File: src/rtl/gmii_tx_engine_if.sv
// gmii_tx_engine_if
//   Byte-stream handshake between an upstream frame source and the GMII
//   transmit engine.
//   c_srdy : source has a valid byte on c_data/c_code
//   c_drdy : sink accepts the byte this cycle (transfer = c_srdy & c_drdy)
//   c_data : frame byte
//   c_code : byte tag, 00 MOP, 01 SOP, 10 EOP, 11 BAD_EOP
//   master : the upstream source side
//   slave  : the transmit engine side
interface gmii_tx_engine_if;
  logic       c_srdy;
  logic       c_drdy;
  logic [7:0] c_data;
  logic [1:0] c_code;

  modport master (
    output c_srdy,
    output c_data,
    output c_code,
    input  c_drdy
  );

  modport slave (
    input  c_srdy,
    input  c_data,
    input  c_code,
    output c_drdy
  );
endinterface

File: src/rtl/gmii_tx_engine.sv
// gmii_tx_engine
//   Turns a tagged byte stream into GMII transmit frames: preamble, SFD,
//   frame bytes, optional CRC-32 FCS and an enforced inter-frame gap.
//   A source that starves mid-frame truncates the frame (underrun) and the
//   rest of that frame is drained and discarded.
//
//   Parameters
//     IFG_LEN    minimum idle cycles after each frame (1..255)
//     PRE_LEN    number of 0x55 preamble bytes before the SFD (1..15)
//   Ports
//     clk        core clock, rising edge
//     reset      asynchronous, active-high reset
//     c          byte-stream handshake (slave side)
//     gmii_tx_en GMII transmit enable (registered)
//     gmii_txd   GMII transmit data (registered)
//     gmii_tx_er GMII transmit error (registered)
//     underrun   one-cycle pulse when a frame is truncated by starvation
//     frame_done one-cycle pulse on the first IFG cycle of every frame
//   Configuration
//     GMII_TX_FCS_EN  when defined, a 4-byte IEEE 802.3 CRC-32 is appended
//                     after EOP; when undefined no CRC logic exists and the
//                     frame bytes are expected to carry their own FCS.
module gmii_tx_engine #(
  parameter int unsigned IFG_LEN = 12,
  parameter int unsigned PRE_LEN = 7
) (
  input  logic             clk,
  input  logic             reset,
  gmii_tx_engine_if.slave  c,
  output logic             gmii_tx_en,
  output logic [7:0]       gmii_txd,
  output logic             gmii_tx_er,
  output logic             underrun,
  output logic             frame_done
);

  localparam logic [1:0] CODE_MOP = 2'b00;
  localparam logic [1:0] CODE_SOP = 2'b01;
  localparam logic [1:0] CODE_EOP = 2'b10;
  localparam logic [1:0] CODE_BAD = 2'b11;

  localparam logic [7:0] PRE_LEN_C  = 8'(PRE_LEN);
  localparam logic [7:0] IFG_LAST_C = 8'(IFG_LEN - 1);

  typedef enum logic [2:0] {
    IDLE = 3'd0,
    PRE  = 3'd1,
    DATA = 3'd2,
    FCS  = 3'd3,
    DROP = 3'd4,
    IFG  = 3'd5
  } state_t;

  state_t     state_r, state_s;
  logic [7:0] cnt_r, cnt_s;
  logic [7:0] txd_s;
  logic       tx_en_s;
  logic       tx_er_s;
  logic       underrun_s;
  logic       frame_done_s;
  logic       drdy_s;

`ifdef GMII_TX_FCS_EN
  logic [31:0] crc_r, crc_s;
  logic [31:0] crc_fin_s;

  // Reflected CRC-32 (poly 0x04C11DB7 bit-reversed) advanced by one byte.
  function automatic logic [31:0] crc32_byte(input logic [31:0] crc_in,
                                             input logic [7:0]  data);
    logic [31:0] crc_v;
    crc_v = crc_in ^ {24'h000000, data};
    for (int i = 0; i < 8; i++) begin
      if (crc_v[0]) begin
        crc_v = (crc_v >> 1) ^ 32'hEDB88320;
      end else begin
        crc_v = crc_v >> 1;
      end
    end
    return crc_v;
  endfunction
`endif

  // Acceptance is forced low while reset is held, independent of state.
  assign c.c_drdy = drdy_s & ~reset;

  // Next-state, next-output and handshake decode.
  always_comb begin
    state_s      = state_r;
    cnt_s        = cnt_r;
    txd_s        = 8'h00;
    tx_en_s      = 1'b0;
    tx_er_s      = 1'b0;
    underrun_s   = 1'b0;
    frame_done_s = 1'b0;
    drdy_s       = 1'b0;
`ifdef GMII_TX_FCS_EN
    crc_s        = crc_r;
    crc_fin_s    = ~crc_r;
`endif
    case (state_r)
      IDLE: begin
        cnt_s = 8'd0;
        if (c.c_srdy && (c.c_code == CODE_SOP)) begin
          // SOP stays on the bus; it is taken in the SFD cycle.
          state_s = PRE;
          cnt_s   = 8'd1;
          tx_en_s = 1'b1;
          txd_s   = 8'h55;
`ifdef GMII_TX_FCS_EN
          crc_s   = 32'hFFFFFFFF;
`endif
        end else begin
          drdy_s = 1'b1;
        end
      end
      PRE: begin
        tx_en_s = 1'b1;
        if (cnt_r < PRE_LEN_C) begin
          txd_s = 8'h55;
          cnt_s = cnt_r + 8'd1;
        end else begin
          // SFD goes out while DATA already accepts the SOP byte.
          txd_s   = 8'hD5;
          cnt_s   = 8'd0;
          state_s = DATA;
        end
      end
      DATA: begin
        drdy_s = 1'b1;
        if (c.c_srdy) begin
          tx_en_s = 1'b1;
          txd_s   = c.c_data;
`ifdef GMII_TX_FCS_EN
          crc_s   = crc32_byte(crc_r, c.c_data);
`endif
          if (c.c_code == CODE_EOP) begin
            cnt_s = 8'd0;
`ifdef GMII_TX_FCS_EN
            state_s = FCS;
`else
            state_s      = IFG;
            frame_done_s = 1'b1;
`endif
          end else if (c.c_code == CODE_BAD) begin
            tx_er_s      = 1'b1;
            cnt_s        = 8'd0;
            state_s      = IFG;
            frame_done_s = 1'b1;
          end else begin
            // MOP, and a stray SOP, are ordinary payload.
            state_s = DATA;
          end
        end else begin
          underrun_s = 1'b1;
          state_s    = DROP;
        end
      end
      FCS: begin
`ifdef GMII_TX_FCS_EN
        tx_en_s = 1'b1;
        txd_s   = crc_fin_s[{cnt_r[1:0], 3'b000} +: 8];
        if (cnt_r[1:0] == 2'd3) begin
          cnt_s        = 8'd0;
          state_s      = IFG;
          frame_done_s = 1'b1;
        end else begin
          cnt_s = cnt_r + 8'd1;
        end
`else
        cnt_s   = 8'd0;
        state_s = IFG;
`endif
      end
      DROP: begin
        drdy_s = 1'b1;
        if (c.c_srdy && ((c.c_code == CODE_EOP) || (c.c_code == CODE_BAD))) begin
          cnt_s        = 8'd0;
          state_s      = IFG;
          frame_done_s = 1'b1;
        end else begin
          state_s = DROP;
        end
      end
      IFG: begin
        // The cycle showing the last frame byte is IFG cycle 0, so exactly
        // IFG_LEN idle output cycles precede the next preamble.
        if (cnt_r == IFG_LAST_C) begin
          cnt_s   = 8'd0;
          state_s = IDLE;
        end else begin
          cnt_s = cnt_r + 8'd1;
        end
      end
      default: begin
        cnt_s   = 8'd0;
        state_s = IDLE;
      end
    endcase
  end

  // State, counters and registered GMII/status outputs.
  always_ff @(posedge clk or posedge reset) begin
    if (reset) begin
      state_r    <= IDLE;
      cnt_r      <= 8'd0;
      gmii_tx_en <= 1'b0;
      gmii_txd   <= 8'h00;
      gmii_tx_er <= 1'b0;
      underrun   <= 1'b0;
      frame_done <= 1'b0;
`ifdef GMII_TX_FCS_EN
      crc_r      <= 32'h00000000;
`endif
    end else begin
      state_r    <= state_s;
      cnt_r      <= cnt_s;
      gmii_tx_en <= tx_en_s;
      gmii_txd   <= txd_s;
      gmii_tx_er <= tx_er_s;
      underrun   <= underrun_s;
      frame_done <= frame_done_s;
`ifdef GMII_TX_FCS_EN
      crc_r      <= crc_s;
`endif
    end
  end

endmodule

File: src/flat_wrapper.sv
// flat-port wrapper written by rule: the top's interface ports become plain ports
module gmii_tx_engine_flat 
#(
  parameter int unsigned IFG_LEN = 12,
  parameter int unsigned PRE_LEN = 7
)
  (clk, reset, gmii_tx_en, gmii_txd, gmii_tx_er, underrun, frame_done, c_c_srdy, c_c_data, c_c_code, c_c_drdy);
  gmii_tx_engine_if c_i ();
  input  logic clk;
  input  logic reset;
  output logic gmii_tx_en;
  output logic [7:0] gmii_txd;
  output logic gmii_tx_er;
  output logic underrun;
  output logic frame_done;
  input wire logic [$bits(c_i.c_srdy)-1:0] c_c_srdy;
  input wire logic [$bits(c_i.c_data)-1:0] c_c_data;
  input wire logic [$bits(c_i.c_code)-1:0] c_c_code;
  output wire logic [$bits(c_i.c_drdy)-1:0] c_c_drdy;
  assign c_i.c_srdy = c_c_srdy;
  assign c_i.c_data = c_c_data;
  assign c_i.c_code = c_c_code;
  assign c_c_drdy = c_i.c_drdy;
  gmii_tx_engine #(.IFG_LEN(IFG_LEN), .PRE_LEN(PRE_LEN)) u_core (.clk(clk), .reset(reset), .c(c_i), .gmii_tx_en(gmii_tx_en), .gmii_txd(gmii_txd), .gmii_tx_er(gmii_tx_er), .underrun(underrun), .frame_done(frame_done));
endmodule
File: config.mk
export PLATFORM = sky130hd
export DESIGN_NAME = gmii_tx_engine_flat
export DESIGN_NICKNAME = d
export VERILOG_FILES = /design/src/rtl/gmii_tx_engine_if.sv /design/src/rtl/gmii_tx_engine.sv /design/src/flat_wrapper.sv
export SDC_FILE = /design/constraint.sdc
export NUM_CORES = 1
export LEC_CHECK = 0
export CELL_PAD_IN_SITES_DETAIL_PLACEMENT = 1
export CELL_PAD_IN_SITES_GLOBAL_PLACEMENT = 2
export CORE_ASPECT_RATIO = 0.6
export CORE_MARGIN = 1
export CORE_UTILIZATION = 40
export CTS_CLUSTER_DIAMETER = 40
export DETAILED_ROUTE_END_ITERATION = 16
export DONT_BUFFER_PORTS = 1
export PLACE_DENSITY_LB_ADDON = 0.1
export SLEW_MARGIN = 20
export SYNTH_ARGS = -nofsm -noshare
export SYNTH_HDL_FRONTEND = slang
export SYNTH_SLANG_ARGS = --single-unit
File: constraint.sdc
create_clock -name clk -period 2.7 [get_ports clk]
set_input_delay 0.81 -clock clk [delete_from_list [all_inputs] [get_ports clk]]
set_output_delay 0.81 -clock clk [all_outputs]
set_load 0.01 [all_outputs]
## Word-level counts from Yosys, hierarchy flattened

Cells that the tools add are included.

- Logic and storage cells: 68
- Memory bits (read-only): 0
- Memories kept: 0
- Latch bits: 0
- Bits of input ports: 13
- Register bits: 23
- Output and inout bits: 13
- Memory bits (writable): 0

- Reductions and logical operators: 7
- Bitwise operators: 2
- Equal/unequal tests: 15
- Div/mod/pow operators: 0
- Multiplexer cells: 35
- Shift-type cells: 0
- $add $sub $neg: 1
- Multiply operators: 0
- Order comparisons: 1

Operators with widths:

| kind | count |
|---|---|
| 2-to-1 mux 8 bit | 8 |
| case mux 8 bit (5 select lines) | 1 |
| case mux 8 bit (3 select lines) | 1 |
| 2-to-1 mux 3 bit | 6 |
| case mux 3 bit (6 select lines) | 1 |
| 2-to-1 mux 1 bit | 14 |
| adder 8 x 1 -> 8 bit (second input constant) | 1 |
| equality test 8 x 4 -> 1 bit (second input constant) | 1 |
| less-than comparator 8 x 3 -> 1 bit (second input constant) | 1 |
| 2-to-1 mux 7 bit | 1 |
| equality test 3 x 2 -> 1 bit (second input constant) | 2 |
| equality test 3 bit (second input constant) | 2 |
| != test 2 x 1 -> 1 bit (second input constant) | 3 |
| AND reduction 3 bit | 2 |
| equality test 2 bit (second input constant) | 2 |
| != test 2 bit (second input constant) | 2 |
| case mux 1 bit (2 select lines) | 2 |
| equality test 3 x 1 -> 1 bit (second input constant) | 1 |
| zero test 3 bit | 1 |
| != test 3 x 1 -> 1 bit (second input constant) | 1 |
| case mux 1 bit (3 select lines) | 1 |
| equality test 2 x 1 -> 1 bit (second input constant) | 1 |
| logical AND 1 bit | 2 |
| OR reduction 2 bit | 1 |
| 3 further kinds | 3 |

## Logic depth before layout (Yosys ltp)

Gate-level depths: netlist (run 1).

- Depth in word-level cells: 5
- Mapped depth: 6
- Gate-level depth less buffers: 5

## Worst setup path after synthesis (run 1)

Ideal clock, no wire load.

- Path type: input to output
- Start point: input c_c_code[1]
- End point: output c_c_drdy
- Data required time: 1.890 ns
- Buffers on the path: 0
- Arrival time: 1.652 ns
- Setup slack: 0.238 ns
- Cell stages on the path: 3
- Cells stage by stage: nand3b_1 nor3_1 a2111oi_0

- Longest elaborated chain between the ends: 5

RTL lines:

| element | line | RTL |
|---|---|---|
| start: declaration | flat_wrapper.sv:18 | `input wire logic [$bits(c_i.c_code)-1:0] c_c_code;` |
| equality test 2 x 1 -> 1 bit | gmii_tx_engine.sv:103 | `if (c.c_srdy && (c.c_code == CODE_SOP)) begin` |
| logical AND 1 bit | gmii_tx_engine.sv:103 |  |
| 2-to-1 mux 1 bit | gmii_tx_engine.sv:103 |  |
| case mux 1 bit (2 select lines) | gmii_tx_engine.sv:100 | `case (state_r)` |
| bitwise AND 1 bit | gmii_tx_engine.sv:84 | `assign c.c_drdy = drdy_s & ~reset;` |
| end: declaration | flat_wrapper.sv:19 | `output wire logic [$bits(c_i.c_drdy)-1:0] c_c_drdy;` |

No other way between the ends.

## Worst setup path in the final report (run 1)

Same ends and word-level chain as after synthesis.

==> results.sh, run 1 <==
export IMPL_run_status="complete, no violations"
export IMPL_multi_input_area_um2=505.5
export IMPL_post_cts_resized=0
export IMPL_ys_flop_type="dfrtp_1"
export IMPL_tightest_slew_ns=0.8445
export IMPL_ff_latch_area_um2=575.6
export IMPL_ys_warn_count=0
export IMPL_startpoint_type="input port"
export IMPL_maxCapViolCount=0
export IMPL_globalplace_congestion=0.7334
export IMPL_grt_usage=0.1926
export IMPL_vias=863
export IMPL_yosysSeqAreaShare=0.5134
export IMPL_vdd_ir_drop_max_uv=429.5
export IMPL_ys_ff_latch=23
export IMPL_synth_area_top_cells="dfrtp_1, nand2_1, a22o_1"
export IMPL_htree_num_levels=1
export IMPL_critPathKind="input port to output pin"
export IMPL_cp_data_arrival_time_ns=1.59
export IMPL_fin_crit_ns=2.397
export IMPL_routed_wl_um=2573
export IMPL_nets=129
export IMPL_dr_pass1_iters=4
export IMPL_r2r_start="u_core.state_r[1]$_DFFE_PP0P_"
export IMPL_drive_gt1_frac=0.07895
export IMPL_reg2reg_to="u_core.gmii_txd[7]$_DFF_PP0_"
export IMPL_post_dp_hpwl_um=1947
export IMPL_antenna_found_initial=0
export IMPL_grt_max_degree=24
export IMPL_synth_avg_cell_area_um2=9.834
export IMPL_synth_cell_area_mm2=0.001121
export IMPL_synth_cell_types=34
export IMPL_whs_path_depth=1
export IMPL_synth_fp_nets=128
export IMPL_power_density_mw_per_mm2=923.3
export IMPL_whs_ns=0.5402
export IMPL_clk_latency_ns=0.27
export IMPL_synth_edf_count=0
export IMPL_holdBufCountCts=0
export IMPL_cts_buffers=3
export IMPL_ant_nets=0
export IMPL_final_max_slew_viol_count=0
export IMPL_num_io_pins=26
export IMPL_drtIter0Drc=31
export IMPL_finalSetupTns_ns=0
export IMPL_hp_class="flip-flop to flip-flop"
export IMPL_p_leak_nw=0.5380
export IMPL_cts_setup_buffers=0
export IMPL_routedWlPerCell_um=17.62
export IMPL_syn_inst=114
export IMPL_grt_overflow_total=0
export IMPL_skew_ns=0.006285
export IMPL_r2r_slack_ns=0.93
export IMPL_grt_pass1_wl_um=4284
export IMPL_synth_top_area_frac=0.5134
export IMPL_first_global_vias=827
export IMPL_diodes=0
export IMPL_endpoint_kind="output pin"
export IMPL_die_y_um=43.01
export IMPL_finalHoldViolCount=0
export IMPL_clkSinkCount=23
export IMPL_cp_required_ns=1.89
export IMPL_portBuffers=0
export IMPL_nFillCells=296
export IMPL_vias_per_cell=5.911
export IMPL_r2r_cells=4
export IMPL_clkTransAtPathRegs_ns=0.08
export IMPL_rsz0062_at_grt="no"
export IMPL_areaGrowthSynthToFinish_pct=6.027
export IMPL_initial_core_util=0.4354
export IMPL_yosysTopAreaCell="dfrtp_1"
export IMPL_cts_tree="built"
export IMPL_ys_async_sr_fraction=1.000
export IMPL_crit_path_max_fanout=4
export IMPL_route_detailed_drc=0
export IMPL_rows=14
export IMPL_clock_root_buffer="clkbuf_8"
export IMPL_slew_headroom=0.4364
export IMPL_period_share=0.8878
export IMPL_cts_buffer_depth=2
export IMPL_die_x_um=70.35
export IMPL_fmax_mhz=417.2
export IMPL_core_mm2=0.002575
export IMPL_holdPathEnd="u_core.cnt_r[1]$_DFFE_PP0P_"
export IMPL_setup_violations=0
export IMPL_holdCritStartpoint="u_core.cnt_r[1]$_DFFE_PP0P_"
export IMPL_die_area_mm2=0.003025
worst max path at each step:
stage / startpoint / to / slack (ns)
after detailed placement: c_c_code[1] / c_c_drdy / 0.33
final: c_c_code[1] / c_c_drdy / 0.30
after global placement: c_c_code[1] / c_c_drdy / 0.32
after floorplan: c_c_code[1] / c_c_drdy / 0.24
after global routing: c_c_code[1] / c_c_drdy / 0.24
after CTS: c_c_code[1] / c_c_drdy / 0.30
per-layer routing:
layer	GRT usage	wire length (um)	vias to the layer above
li1	-	-	409
met1	0.2778	1327	429
met2	0.2743	1097	21
met3	0.05938	116	4
met4	0.06000	31	0
met5	0	0	-
synth_stat cells, types with 3 or more instances:
cell type / number
a21oi_1: 4
a22o_1: 4
a31oi_1: 3
and3_1: 4
dfrtp_1: 23
inv_1: 4
nand2_1: 20
nand3_1: 6
nor2_1: 6
nor2b_1: 4
nor3_1: 3
o211ai_1: 3
o21ai_0: 5
cell families after synthesis:
family | count (synthesis) | share of synthesized area
simple gates | 52 | 0.2422
fa+ha+maj | 1 | 0.01116
compound gates | 28 | 0.1897
buf+inv | 9 | 0.03572
flops | 23 | 0.5134
xor+xnor | 1 | 0.007814
flip-flops by register name (all words and copies together), names as in the netlist:
register           flops
u_core.underrun        1
u_core.gmii_txd        8
u_core.cnt_r           8
u_core.gmii_tx_en      1
u_core.state_r         3
u_core.frame_done      1
u_core.gmii_tx_er      1
cell type report:
class                   instances  area share
well taps                      32     0.03368
multi-input cells              82      0.4253
repair buffers                  1    0.006316
inverters                       4     0.01263
flip-flops and latches         23      0.4842
clock buffers                   4     0.03789
through the flow:
step	utilization	worst slack (ns)	cell area [um2]	instances	power (mW)
floorplan	-	0.2377	1121	114	0.7930
global placement	0.4441	0.3219	1144	142	0.8741
detailed placement	0.4441	0.3268	1144	142	0.8863
CTS	0.4616	0.3018	1189	146	1.106
global route	0.4616	0.2359	1189	146	1.167
finish	0.4616	0.3030	1189	146	1.097
cell usage in the layout (no fill, tap or decap):
cell,count
and3_1,4
nor3_1,3
a211oi_2,1
buf_4,1
a31oi_1,3
a2111oi_0,1
o211ai_1,3
a22o_1,4
a22oi_1,2
and2_4,1
nand2b_1,1
nand3b_1,1
o31ai_1,1
nand2_1,20
nor3b_1,1
nand3_1,6
xor2_1,1
dfrtp_1,23
ha_1,1
nand4_1,2
o21ai_0,5
inv_1,4
o2bb2ai_1,1
nor2_1,6
a31o_1,1
and4_1,1
clkbuf_1,1
and2_0,1
nor2b_1,4
clkbuf_8,3
a31oi_4,1
a21o_2,1
nor4_4,1
a21oi_1,4
worst max-delay path: stages:
cell and delay, ns:
nand3b_1 0.14, nor3_1 0.07, a2111oi_0 0.37, buf_4 0.20
power breakdown:
group | leakage (nW) | switching, mW | internal (mW)
Sequential | 0.308 | 0.106 | 0.423
Clock | 0.0228 | 0.115 | 0.106
Combinational | 0.208 | 0.213 | 0.136
Total | 0.538 | 0.433 | 0.664
Power figures use the tool's default switching activity.
==> run 2, diff against run 1 <==
--- a/config.mk
+++ b/config.mk
@@ -13,6 +13,7 @@
 export CTS_CLUSTER_DIAMETER = 40
 export DETAILED_ROUTE_END_ITERATION = 16
 export DONT_BUFFER_PORTS = 1
+export GPL_ROUTABILITY_DRIVEN = 0
 export PLACE_DENSITY_LB_ADDON = 0.1
 export SLEW_MARGIN = 20
 export SYNTH_ARGS = -nofsm -noshare
==> results of run 2 <==
Same layout as run 1: the final DEF is identical, and so are final timing and power.
==> run 3, diff against run 2 <==
--- a/config.mk
+++ b/config.mk
@@ -5,6 +5,7 @@
 export SDC_FILE = /design/constraint.sdc
 export NUM_CORES = 1
 export LEC_CHECK = 0
+export CAP_MARGIN = 25
 export CELL_PAD_IN_SITES_DETAIL_PLACEMENT = 1
 export CELL_PAD_IN_SITES_GLOBAL_PLACEMENT = 2
 export CORE_ASPECT_RATIO = 0.6
==> constraint.sdc (replaced) <==
create_clock -name clk -period 2.7 [get_ports clk]
set_input_delay 0.675 -clock clk [delete_from_list [all_inputs] [get_ports clk]]
set_output_delay 0.675 -clock clk [all_outputs]
set_load 0.01 [all_outputs]
==> run 3 against run 2 <==
  * Utilization increased by 0.58 points
  * Power decreased by 0.23%
  * Combinational power rose by 2%
  * Sequential power about the same
  * Setup slack gained 0.21 ns
  * Largest power group unchanged
  * Final cell count up 0.68%
  * Critical path type is now flip-flop to output pin
  * Critical endpoint unchanged
  * Via count unchanged
==> results.sh, run 3 (synthesis results as in run 1) <==
export IMPL_whs_ns=0.2615
export IMPL_multi_input_area_um2=505.5
export IMPL_cp_endpoint="c_c_drdy"
export IMPL_cp_data_arrival_time_ns=1.51
export IMPL_cts_setup_buffers=0
export IMPL_route_detailed_drc=0
export IMPL_drive_gt1_frac=0.08696
export IMPL_die_area_mm2=0.003025
export IMPL_fin_cells=147
export IMPL_antenna_found_initial=0
export IMPL_htree_num_levels=1
export IMPL_rows=14
export IMPL_path_cells="nor3_1 > a2111oi_0 > buf_4"
export IMPL_fin_crit_ns=2.185
export IMPL_crit_family="flip-flops"
export IMPL_pre_cts_ws_ns=0.5929
export IMPL_cts_buffer_depth=2
export IMPL_power_density_mw_per_mm2=909.6
export IMPL_finalSetupTns_ns=0
export IMPL_grt_pass1_wl_um=4119
export IMPL_die_y_um=43.01
export IMPL_endpoint_kind="output pin"
export IMPL_dp_cells=142
export IMPL_placed_area_mm2=0.001144
export IMPL_nets=130
export IMPL_clk_latency_ns=0.26
export IMPL_maxCapViolCount=0
export IMPL_routedWlPerCell_um=17.69
export IMPL_cts_buffers=3
export IMPL_final_cell_mix="dfrtp_1, nand2_1, nor2_1, nand3_1, o21ai_0"
export IMPL_grt_usage=0.1838
export IMPL_setup_slack_ns=0.5149
export IMPL_vias=863
export IMPL_first_global_vias=797
export IMPL_cp_startpoint="u_core.state_r[2]$_DFFE_PP0P_"
export IMPL_drtIter0Drc=23
export IMPL_r2r_start="u_core.cnt_r[0]$_DFFE_PP0P_"
export IMPL_crit_cells=3
export IMPL_post_cts_resized=0
export IMPL_skew_ns=0.005516
export IMPL_vdd_ir_drop_max_uv=379.7
export IMPL_crit_path_max_fanout=11
export IMPL_core_mm2=0.002575
export IMPL_nFillCells=310
export IMPL_areaGrowthSynthToFinish_pct=7.366
export IMPL_hp_class="input port to async pin"
export IMPL_r2r_cells=5
export IMPL_cp_num_buf_inv=1
export IMPL_rsz0062_at_grt="no"
export IMPL_ff_latch_area_um2=575.6
export IMPL_final_common_cell="dfrtp_1"
export IMPL_fmax_mhz=457.6
export IMPL_slowest_delay_ns=0.57
export IMPL_setup_violations=0
export IMPL_crit_path_top_delay_cell="dfrtp_1"
export IMPL_slew_headroom=0.6481
export IMPL_die_x_um=70.35
export IMPL_clock_root_buffer="clkbuf_8"
export IMPL_critPathKind="flip-flop to output pin"
export IMPL_ant_nets=0
export IMPL_p_total_mw=1.095
export IMPL_cp_required_ns=2.03
export IMPL_period_share=0.8093
export IMPL_r2r_slack_ns=0.93
export IMPL_final_area_mm2=0.001204
export IMPL_routed_wl_um=2600
export IMPL_startpoint_type="flip-flop"
export IMPL_portBuffers=0
export IMPL_finalHoldViolCount=0
export IMPL_diodes=0
export IMPL_dr_pass1_iters=4
export IMPL_final_max_slew_viol_count=0
export IMPL_holdBufCountCts=0
export IMPL_grt_max_degree=24
export IMPL_grt_overflow_total=0
export IMPL_utilization=0.4674
export IMPL_vias_per_cell=5.871
export IMPL_cts_tree="built"
export IMPL_p_leak_nw=0.5454
export IMPL_reg2reg_to="u_core.cnt_r[1]$_DFFE_PP0P_"
export IMPL_clkSinkCount=23
export IMPL_num_io_pins=26
export IMPL_initial_core_util=0.4354
export IMPL_post_dp_hpwl_um=1988
export IMPL_run_status="complete, no violations"
export IMPL_reg_top3="u_core.cnt_r x8, u_core.gmii_txd x8, u_core.state_r x3"
export IMPL_clkTransAtPathRegs_ns=0.08
export IMPL_tightest_slew_ns=0.5267
[run 3: cell count changes in the layout (fill, tap and decap cells not counted), sizes merged]
cell and change:
buf +1
[run 3: worst min path at each step]
| stage | start | to | slack, ns | cells past startpoint |
|---|---|---|---|---|
| after detailed placement | u_core.cnt_r[1]$_DFFE_PP0P_ | u_core.cnt_r[1]$_DFFE_PP0P_ | 0.53 | 1 |
| after global routing | reset | u_core.gmii_txd[2]$_DFF_PP0_ | 0.29 | 1 |
| final | reset | u_core.gmii_txd[2]$_DFF_PP0_ | 0.26 | 1 |
| after global placement | u_core.cnt_r[1]$_DFFE_PP0P_ | u_core.cnt_r[1]$_DFFE_PP0P_ | 0.51 | 1 |
| after CTS | c_c_srdy | u_core.underrun$_DFF_PP0_ | 0.46 | 1 |
| after floorplan | u_core.cnt_r[0]$_DFFE_PP0P_ | u_core.cnt_r[0]$_DFFE_PP0P_ | 0.49 | 1 |
[run 3: layer usage]
layer  share of wire  vias to the layer above  track usage
met4               0                        0      0.02400
met3           0.072                        0      0.06176
met5               0                        -            0
met1            0.50                      428       0.2692
li1                -                      407            -
met2            0.43                       28       0.2686
[run 3: area by class of cell]
type	count	share of cell area
Clock buffer	4	0.03742
Multi-Input combinational cell	82	0.4200
Inverter	4	0.01247
Timing Repair Buffer	2	0.01871
Tap cell	32	0.03326
Sequential cell	23	0.4782
[run 3: power breakdown]
part	switching, mW	total [mW]	internal [mW]	leakage (nW)
Sequential	0.106	0.529	0.423	0.308
Clock	0.104	0.209	0.105	0.0228
Combinational	0.218	0.356	0.138	0.215
Total	0.428	1.09	0.666	0.545
